[config.mk]
export PLATFORM = sky130hd
export DESIGN_NAME = out_serial_tx_flat
export DESIGN_NICKNAME = d
export VERILOG_FILES = /design/src/rtl/out_serial_tx_if.sv /design/src/rtl/out_serial_tx.sv /design/src/flat_wrapper.sv
export SDC_FILE = /design/constraint.sdc
export NUM_CORES = 1
export LEC_CHECK = 0
export CORE_ASPECT_RATIO = 0.9
export CORE_MARGIN = 4
export CORE_UTILIZATION = 56
export CTS_CLUSTER_SIZE = 10
export DETAILED_ROUTE_END_ITERATION = 10
export GPL_TIMING_DRIVEN = 0
export HOLD_SLACK_MARGIN = 0.12
export PLACE_DENSITY = 0.75
export SLEW_MARGIN = 25
export SYNTH_ARGS = -nofsm -noshare
export SYNTH_HDL_FRONTEND = slang
export SYNTH_SLANG_ARGS = --single-unit
export TNS_END_PERCENT = 1
[constraint.sdc]
create_clock -name clk -period 5 [get_ports clk]
set_input_delay 1 -clock clk [delete_from_list [all_inputs] [get_ports clk]]
set_output_delay 1 -clock clk [all_outputs]
set_load 0.01 [all_outputs]
[src/rtl/out_serial_tx_if.sv]
// out_serial_tx_if: OUT-port bus from the CPU to the serial transmitter.
// The CPU side drives a one-cycle strobe (doOut) together with the byte
// on the data bus (outData). The transmitter only ever listens.
interface out_serial_tx_if;
    logic       doOut;
    logic [7:0] outData;

    modport master (
        output doOut,
        output outData
    );

    modport slave (
        input doOut,
        input outData
    );
endinterface

[src/rtl/out_serial_tx.sv]
// out_serial_tx: captures bytes written by CPU OUT instructions into a small
// circular FIFO and shifts them out one at a time as 8N1-style async frames
// (start bit low, 8 data bits LSB first, stop bit high). The line idles high.
// Bytes arriving while the FIFO is full are dropped; a sticky flag and a
// saturating counter record the loss.
//
// Optional build macro: OUT_SERIAL_PARITY_EN
//   defined   -> an even-parity bit is inserted between bit 7 and the stop bit
//   undefined -> plain 10-bit frames, no parity state
module out_serial_tx #(
    parameter int CLKS_PER_BIT = 4,
    parameter int DEPTH        = 4
) (
    input  logic                     clk,
    input  logic                     reset,
    out_serial_tx_if.slave           bus,
    output logic                     txd,
    output logic                     busy,
    output logic                     full,
    output logic [$clog2(DEPTH):0]   level,
    output logic                     overflow,
    output logic [7:0]               dropCount
);

    localparam int AW = $clog2(DEPTH);
    localparam int LW = AW + 1;
    localparam int CW = (CLKS_PER_BIT > 1) ? $clog2(CLKS_PER_BIT) : 1;

    localparam logic [CW-1:0] CYC_LAST = CW'(CLKS_PER_BIT - 1);
    localparam logic [LW-1:0] LVL_FULL = LW'(DEPTH);

    typedef enum logic [2:0] {
        S_IDLE,
        S_START,
        S_DATA,
`ifdef OUT_SERIAL_PARITY_EN
        S_PARITY,
`endif
        S_STOP
    } state_t;

    // FIFO storage and bookkeeping
    logic [7:0]    r_mem [DEPTH];
    logic [AW-1:0] r_wrPtr;
    logic [AW-1:0] r_rdPtr;
    logic [LW-1:0] r_level;

    // Loss tracking
    logic          r_overflow;
    logic [7:0]    r_dropCount;

    // Transmitter state
    state_t        r_state;
    logic          r_txd;
    logic [CW-1:0] r_cyc;
    logic [2:0]    r_bit;
    logic [7:0]    r_sh;
`ifdef OUT_SERIAL_PARITY_EN
    logic          r_par;
`endif

    // Handshake decisions, all derived from registered state plus the strobe
    logic          w_full;
    logic          w_pop;
    logic          w_push;
    logic          w_drop;
    logic          w_cycLast;

    assign w_full    = (r_level == LVL_FULL);
    assign w_pop     = (r_state == S_IDLE) && (r_level != '0);
    assign w_push    = bus.doOut && (!w_full || w_pop);
    assign w_drop    = bus.doOut && w_full && !w_pop;
    assign w_cycLast = (r_cyc == CYC_LAST);

    assign txd       = r_txd;
    assign busy      = (r_state != S_IDLE) || (r_level != '0);
    assign full      = w_full;
    assign level     = r_level;
    assign overflow  = r_overflow;
    assign dropCount = r_dropCount;

    // Store an accepted byte at the write pointer; storage itself needs no reset
    always_ff @(posedge clk) begin
        if (!reset && w_push) begin
            r_mem[r_wrPtr] <= bus.outData;
        end
    end

    // Advance the circular pointers and keep occupancy; push+pop leaves it unchanged
    always_ff @(posedge clk) begin
        if (reset) begin
            r_wrPtr <= '0;
            r_rdPtr <= '0;
            r_level <= '0;
        end else begin
            if (w_push) begin
                r_wrPtr <= r_wrPtr + AW'(1);
            end
            if (w_pop) begin
                r_rdPtr <= r_rdPtr + AW'(1);
            end
            case ({w_push, w_pop})
                2'b10:   r_level <= r_level + LW'(1);
                2'b01:   r_level <= r_level - LW'(1);
                default: r_level <= r_level;
            endcase
        end
    end

    // Record strobes that found the FIFO full; the counter stops at 255
    always_ff @(posedge clk) begin
        if (reset) begin
            r_overflow  <= 1'b0;
            r_dropCount <= 8'd0;
        end else if (w_drop) begin
            r_overflow <= 1'b1;
            if (r_dropCount != 8'hFF) begin
                r_dropCount <= r_dropCount + 8'd1;
            end
        end
    end

    // Frame sequencer: one state per frame field, each field held CLKS_PER_BIT cycles
    always_ff @(posedge clk) begin
        if (reset) begin
            r_state <= S_IDLE;
            r_txd   <= 1'b1;
            r_cyc   <= '0;
            r_bit   <= 3'd0;
            r_sh    <= 8'd0;
`ifdef OUT_SERIAL_PARITY_EN
            r_par   <= 1'b0;
`endif
        end else begin
            case (r_state)
                S_IDLE: begin
                    r_txd <= 1'b1;
                    r_cyc <= '0;
                    r_bit <= 3'd0;
                    if (w_pop) begin
                        r_sh    <= r_mem[r_rdPtr];
`ifdef OUT_SERIAL_PARITY_EN
                        r_par   <= ^r_mem[r_rdPtr];
`endif
                        r_state <= S_START;
                        r_txd   <= 1'b0;
                    end
                end

                S_START: begin
                    if (w_cycLast) begin
                        r_cyc   <= '0;
                        r_bit   <= 3'd0;
                        r_state <= S_DATA;
                        r_txd   <= r_sh[0];
                    end else begin
                        r_cyc <= r_cyc + CW'(1);
                    end
                end

                S_DATA: begin
                    if (w_cycLast) begin
                        r_cyc <= '0;
                        if (r_bit == 3'd7) begin
`ifdef OUT_SERIAL_PARITY_EN
                            r_state <= S_PARITY;
                            r_txd   <= r_par;
`else
                            r_state <= S_STOP;
                            r_txd   <= 1'b1;
`endif
                        end else begin
                            r_bit <= r_bit + 3'd1;
                            r_sh  <= r_sh >> 1;
                            r_txd <= r_sh[1];
                        end
                    end else begin
                        r_cyc <= r_cyc + CW'(1);
                    end
                end

`ifdef OUT_SERIAL_PARITY_EN
                S_PARITY: begin
                    if (w_cycLast) begin
                        r_cyc   <= '0;
                        r_state <= S_STOP;
                        r_txd   <= 1'b1;
                    end else begin
                        r_cyc <= r_cyc + CW'(1);
                    end
                end
`endif

                S_STOP: begin
                    r_txd <= 1'b1;
                    if (w_cycLast) begin
                        r_cyc   <= '0;
                        r_state <= S_IDLE;
                    end else begin
                        r_cyc <= r_cyc + CW'(1);
                    end
                end

                default: begin
                    r_state <= S_IDLE;
                    r_txd   <= 1'b1;
                    r_cyc   <= '0;
                    r_bit   <= 3'd0;
                end
            endcase
        end
    end

endmodule

[src/flat_wrapper.sv]
// flat-port wrapper written by rule: the top's interface ports become plain ports
module out_serial_tx_flat 
#(
    parameter int CLKS_PER_BIT = 4,
    parameter int DEPTH        = 4
)
  (clk, reset, txd, busy, full, level, overflow, dropCount, bus_doOut, bus_outData);
  out_serial_tx_if bus_i ();
  input  logic clk;
  input  logic reset;
  output logic txd;
  output logic busy;
  output logic full;
  output logic [$clog2(DEPTH):0] level;
  output logic overflow;
  output logic [7:0] dropCount;
  input wire logic [$bits(bus_i.doOut)-1:0] bus_doOut;
  input wire logic [$bits(bus_i.outData)-1:0] bus_outData;
  assign bus_i.doOut = bus_doOut;
  assign bus_i.outData = bus_outData;
  out_serial_tx #(.CLKS_PER_BIT(CLKS_PER_BIT), .DEPTH(DEPTH)) u_core (.clk(clk), .reset(reset), .bus(bus_i), .txd(txd), .busy(busy), .full(full), .level(level), .overflow(overflow), .dropCount(dropCount));
endmodule
Yosys cells after proc, flatten, opt, wreduce, memory -nomap -nowiden
Memories as Yosys holds them, arrays and structs flattened. A register that Yosys moved wholly into a read port is not among the register bits.
Cells that the tools add are included.
{"block": "op_classes", "n_addsub": 7, "eq_ne": 15, "div_mod_pow": 0, "n_mul": 0, "shifts": 0, "order_cmp": 0, "n_mux": 23, "n_bitwise": 2, "reduce_logical": 22}
{"cell": "$mux W8", "n": 3}
{"cell": "$mux W3", "n": 7}
{"cell": "$pmux W8 S2", "n": 1}
{"cell": "$pmux W3 S4", "n": 1}
{"cell": "$ne A2 B1 Y1 const B", "n": 5}
{"cell": "$pmux W3 S3", "n": 1}
{"cell": "$add A8 B1 Y8 const B", "n": 1}
{"cell": "$ne A8 B8 Y1 const B", "n": 1}
{"cell": "$reduce_and A4 Y1", "n": 2}
{"cell": "$add A2 B1 Y2 const B", "n": 3}
{"cell": "$add A3 B1 Y3 const B", "n": 2}
{"cell": "$eq A3 B2 Y1 const B", "n": 2}
{"cell": "$eq A3 B3 Y1 const B", "n": 2}
{"cell": "$mux W1", "n": 6}
{"cell": "$pmux W3 S2", "n": 1}
{"cell": "$reduce_bool A3 Y1", "n": 2}
{"cell": "$reduce_or A3 Y1", "n": 2}
{"cell": "$logic_and A1 B1 Y1", "n": 5}
{"cell": "$reduce_and A5 Y1", "n": 1}
{"cell": "$eq A2 B2 Y1 const B", "n": 2}
{"cell": "$mux W2", "n": 2}
{"cell": "$reduce_and A2 Y1", "n": 2}
{"cell": "$reduce_bool A2 Y1", "n": 2}
{"cell": "$eq A3 B1 Y1 const B", "n": 1}
{"cell": "other kinds (8)", "n": 12}
{"block": "word_totals", "latch_bits": 0, "wordCells": 80, "ram_bits": 32, "romBits": 0, "mem_count": 1, "regBits": 33, "input_bits": 11, "output_inout_bits": 15}
{"memory": "u_core.r_mem", "depth": 4, "width": 8, "rd": 1, "rd_ports_with_merged_regs": 1, "write_ports": 1, "line_no": "out_serial_tx.sv:43", "source": "logic [7:0] r_mem [DEPTH];"}

Logic depth before layout (Yosys ltp)
Gate-level depths: netlist (run 1).
{"block": "depth", "word_depth": 7, "ltp_mapped": 10, "depth_no_buf": 9}

Worst setup path after synthesis (run 1)
OpenSTA, ideal clock, no wires.
{"block": "synth_path", "kind": "input to register", "from": "in bus_doOut", "to": "reg u_core.r_level[2], in the netlist u_core.level[2]", "stages": 6, "path_slack_ns": 2.611, "setup_time_ns": 0.132, "arrival_time_ns": 2.256, "cell_sequence": "clkbuf_1 > nor2_1 > fa_1 > o221a_2 > a31oi_1 > a21oi_1"}
{"block": "synth_between", "elab_chain_len": 3}
{"element": "from (decl)", "line_no": "flat_wrapper.sv:17", "source": "input wire logic [$bits(bus_i.doOut)-1:0] bus_doOut;"}
{"element": "$logic_and A1 B1 Y1 (*)", "line_no": "out_serial_tx.sv:71", "source": "assign w_push = bus.doOut && (!w_full || w_pop);"}
{"element": "$eq A2 B1 Y1 / $eq A2 B2 Y1 (equally long branches)", "line_no": "out_serial_tx.sv:102", "source": "case ({w_push, w_pop})"}
{"element": "$pmux W3 S2 / $reduce_bool A2 Y1 (equally long branches)"}
{"element": "to (signal assigned)", "line_no": "out_serial_tx.sv:103", "source": "2'b10: r_level <= r_level + LW'(1);"}
{"element": "to (signal assigned)", "line_no": "out_serial_tx.sv:104", "source": "2'b01: r_level <= r_level - LW'(1);"}
{"element": "to (signal assigned)", "line_no": "out_serial_tx.sv:105", "source": "default: r_level <= r_level;"}
{"element": "to (decl)", "line_no": "out_serial_tx.sv:46", "source": "logic [LW-1:0] r_level;"}
Mark *: on every way between the ends. The rest lies on a longest branch, timed or not.
A chain may end at the register's enable or synchronous reset.

Final worst setup path (run 1)
{"block": "layout_path", "from": "reg u_core.r_state[0]", "to": "out busy"}
{"block": "layout_between", "elab_chain_len": 2}
{"element": "from (decl)", "line_no": "out_serial_tx.sv:53", "source": "state_t r_state;"}
{"element": "from (signal assigned)", "line_no": "out_serial_tx.sv:126", "source": "r_state <= S_IDLE;"}
{"element": "from (signal assigned)", "line_no": "out_serial_tx.sv:145", "source": "r_state <= S_START;"}
{"element": "from (signal assigned)", "line_no": "out_serial_tx.sv:154", "source": "r_state <= S_DATA;"}
{"element": "$reduce_bool A3 Y1", "line_no": "out_serial_tx.sv:76", "source": "assign busy = (r_state != S_IDLE) || (r_level != '0);"}
{"element": "$logic_or A1 B1 Y1", "line_no": "out_serial_tx.sv:76"}
{"element": "to (decl)", "line_no": "flat_wrapper.sv:12", "source": "output logic busy;"}
No other way between the ends.

==> impl_metrics.csv, run 1 <==
group,metric,value,unit
global_route,grt_overflow,0,
layout,layout.nets,308,
floorplan,dieArea,6520,µm²
clocking,cts_tree,"done",
global_route,track_usage,0.183,
layout,multiInputGateArea,1240,µm²
synth,syn_nets,273,
worst_setup_path,critPathLaunchType,"flip-flop",
placement,placed_cells,336,
layout,seq_area,1640,µm²
layout,drive_above_1_share,0.105,
worst_setup_path,cp.required,4.00,ns
sta,fin_setup_tns,0,ns
sta,finalCritPeriodShare,0.692,
sta,hold_violations,0,
pwr,seqPwrFrac,0.392,
pwr,p_switching,0.606,mW
flow_run,max_cap_violations,0,
synth,ys_seq_elements,66,
sta,setup_violations,0,
detailed_routing,dr.pass1.iters,4,
synth,synth_area,2960,µm²
synth,avgSynthCellArea,12.0,µm²
clocking,clk_pin_slew,0.07,ns
worst_setup_path,regToRegStartpoint,"u_core.r_state[0]$_SDFFE_PP0P_",
clocking,htree_num_levels,3,
worst_setup_path,timing_worst_setup_path_type,"reg2out",
worst_setup_path,reg2reg_setup_slack,2.56,ns
layout,fillCellCount,376,
placement,dpl.hpwl,3640,µm
sta,fmax,289,MHz
synth,ys_seq_area_frac,0.554,
synth,ys_types,40,
global_route,grt_pass1_wl,9250,µm
placement,routabilityCongestion,0.776,
worst_hold_path,hold_class,"reg2reg",
pwr,clockPowerShare,0.244,
pwr,combPwrFrac,0.364,
floorplan,coreArea,4980,µm²
detailed_routing,drc,0,
clocking,cts.sinks,66,
placement,placed_area,3290,µm²
worst_hold_path,whs_path_depth,1,
sta,rsz0062_at_grt,"false",
detailed_routing,post_drt_wl_per_cell,15.6,µm
pwr,internal_power,1.16,mW
layout,instances_no_fill,352,
detailed_routing,drt_iter0_drc,78,
outcome,status,"complete, no violations",
floorplan,die_w,84.7,µm
global_route,antenna_found_initial,0,
worst_setup_path,reg2regPathDepth,10,
floorplan,fp-row-count,24,
detailed_routing,avgViaCountPerCell,5.54,
pwr,vdd_ir_drop_max,0.000281,V
layout,n_antenna_cell,0,
worst_hold_path,worstHoldStart,"u_core.r_cyc[0]$_SDFF_PP0_",
clocking,root_buffer,"clkbuf_8",
worst_setup_path,crit_fanout,5,
clocking,cts_setup_buffers,0,
detailed_routing,antenna_left,0,
pwr,p_leak,1.21,nW
floorplan,start_util,0.595,
sta,finClkSkew,0.00794,ns
placement,portBuffers,24,
detailed_routing,drt_wl_total,5480,µm
worst_setup_path,crit_arrival,2.46,ns
pwr,powerDensity,508,nW/µm²
sta,relSlewSlack,0.436,
floorplan,die_y,77.0,µm
synth,syn_inst,247,
clocking,clockBufferDepth,2,
clocking,clock_latency,0.34,ns
worst_hold_path,hold-path-endpoint,"u_core.r_cyc[0]$_SDFF_PP0_",
sta,finalMaxSlewViolations,0,
synth,ys_warn_count,0,
layout,final_cell_mix,"34 x dfxtp_1, 32 x edfxtp_1, 30 x nor2_1",
floorplan,num_io_pins,26,
clocking,post_cts_resized,0,
sta,worst-slew-pin-transition,0.834,ns
pwr,swShare,0.343,
clocking,cts_made_buffers,9,
worst_setup_path,worstReg2RegEnd,"u_core.level[2]$_SDFFE_PP0P_",
layout,final_area,3480,µm²
layout,syn2layout_area_growth,17.4,%
global_route,grt_pass1_vias,1932,
global_route,grt_max_degree,13,
worst_setup_path,critPathCaptureType,"output port",
clocking,hold_buffers,0,
layout,final_common_cell,"dfxtp_1",
sta,period_minus_slack,3.46,ns
detailed_routing,num_vias,1950,
==> logic make-up (layout without fill, tap and decap cells) <==
group / Yosys count / count (layout) / synth area share
flops: 66 / 66 / 0.554
xor+xnor: 6 / 6 / 0.0177
buf+inv: 20 / 60 / 0.0287
simple gates: 80 / 80 / 0.142
compound gates: 41 / 41 / 0.0937
mux: 19 / 19 / 0.0979
fa+ha+maj: 15 / 15 / 0.0659
==> sequential cells by signal, summed over array words and instances (netlist names), named ones only <==
signal,flops
u_core.r_mem,32
u_core.dropCount,8
u_core.r_sh,8
u_core.r_cyc,2
u_core.r_wrPtr,2
u_core.r_rdPtr,2
u_core.overflow,1
u_core.txd,1
u_core.level,3
u_core.r_bit,3
u_core.r_state,2
==> layout make-up <==
| class | instances | share of cell area |
|---|---|---|
| flip-flops and latches | 66 | 0.472 |
| multi-input cells | 161 | 0.356 |
| repair buffers | 24 | 0.0690 |
| clock buffers | 9 | 0.0356 |
| well taps | 65 | 0.0234 |
| clock inverters | 7 | 0.0201 |
| plain buffers | 13 | 0.0169 |
| inverters | 7 | 0.00755 |
==> synth_stat cells (all sizes together) <==
| cell | number | share of area |
|---|---|---|
| nor3 | 5 | 0.0084 |
| fa | 1 | 0.0068 |
| a2bb2oi | 1 | 0.0030 |
| nand2 | 7 | 0.0089 |
| nand3 | 7 | 0.012 |
| inv | 7 | 0.0089 |
| nand3b | 2 | 0.0051 |
| mux2i | 11 | 0.037 |
| buf | 3 | 0.0072 |
| ha | 14 | 0.059 |
| o221a | 1 | 0.0038 |
| or2 | 2 | 0.0042 |
| a221oi | 1 | 0.0030 |
| xnor2 | 2 | 0.0059 |
| a211oi | 8 | 0.020 |
| a21o | 1 | 0.0025 |
| clkbuf | 10 | 0.013 |
| or4 | 3 | 0.0076 |
| o31ai | 3 | 0.0076 |
| edfxtp | 32 | 0.32 |
| nor2b | 2 | 0.0042 |
| nor2 | 30 | 0.038 |
| dfxtp | 34 | 0.23 |
| o31a | 1 | 0.0030 |
| or3 | 4 | 0.0084 |
| a21oi | 13 | 0.022 |
| and2 | 5 | 0.011 |
| mux4 | 8 | 0.061 |
| xor2 | 4 | 0.012 |
| o21ai | 6 | 0.010 |
| nor4b | 3 | 0.014 |
| nand2b | 8 | 0.017 |
| nand4 | 1 | 0.0021 |
| a31oi | 3 | 0.0063 |
| o21bai | 1 | 0.0025 |
| o211ai | 2 | 0.0097 |
| nor4 | 1 | 0.0021 |
==> layer usage <==
layer  share of wire  global-route usage  up-vias
met5               0                   0        -
met4           0.014              0.0617        0
met2            0.50               0.299       26
li1                -                   -      983
met3           0.037              0.0589        7
met1            0.45               0.231      934
==> worst max-delay path, stage by stage, from the launching register on <==
cell             delay (ns)
dfxtp_1                0.35
inv_1                  0.12
ha_1                   0.30
nor4b_1                0.72
inv_1                  0.12
clkdlybuf4s50_1        0.51
==> worst max-delay path by stage <==
stage / to / slack (ns) / from / cells past startpoint
5_1_grt: busy / 1.44 / u_core.r_state[0]$_SDFFE_PP0P_ / 5
3_5_place_dp: u_core.r_mem[3][3]$_DFFE_PP_ / 1.74 / bus_doOut / 5
6_report: busy / 1.54 / u_core.r_state[0]$_SDFFE_PP0P_ / 5
2_1_floorplan: u_core.level[2]$_SDFFE_PP0P_ / 2.61 / bus_doOut / 6
3_3_place_gp: u_core.level[2]$_SDFFE_PP0P_ / 1.81 / bus_doOut / 7
4_1_cts: busy / 1.52 / u_core.r_state[0]$_SDFFE_PP0P_ / 5
==> power groups by stage <==
stage / combinational (mW) / sequential [mW] / clock (mW)
after global routing: 0.726 / 0.704 / 0.468
after CTS: 0.645 / 0.692 / 0.441
after global placement: 0.626 / 0.701 / 0
after detailed placement: 0.637 / 0.704 / 0
after floorplan: 0.476 / 0.699 / 0
final: 0.643 / 0.692 / 0.431
==> stage by stage <==
stage          total power, mW  setup slack [ns]  hold WS (ns)  utilization
3_3_place_gp              1.33              1.81         0.418        0.659
5_1_grt                   1.90              1.44         0.457        0.698
2_1_floorplan             1.17              2.61         0.405            -
3_5_place_dp              1.34              1.74         0.434        0.659
4_1_cts                   1.78              1.52         0.444        0.698
6_report                  1.77              1.54         0.438        0.698
(Power assumes the default switching activity.)
==> inputs of run 2 (changes only) <==
==> constraint.sdc (replaced) <==
create_clock -name clk -period 3.5 [get_ports clk]
set_input_delay 0.7 -clock clk [delete_from_list [all_inputs] [get_ports clk]]
set_output_delay 0.7 -clock clk [all_outputs]
set_load 0.01 [all_outputs]
==> results of run 2 <==
The final DEF is identical to that of run 1. Status: complete, no violations.
Among the figures that moved: setup slack after placement 1.74 ns -> 0.536 ns; setup slack after layout 1.54 ns -> 0.339 ns; register-to-register setup slack 2.56 ns -> 1.06 ns; total power 1.77 mW -> 2.52 mW; worst IR drop on VDD 0.000281 V -> 0.000401 V
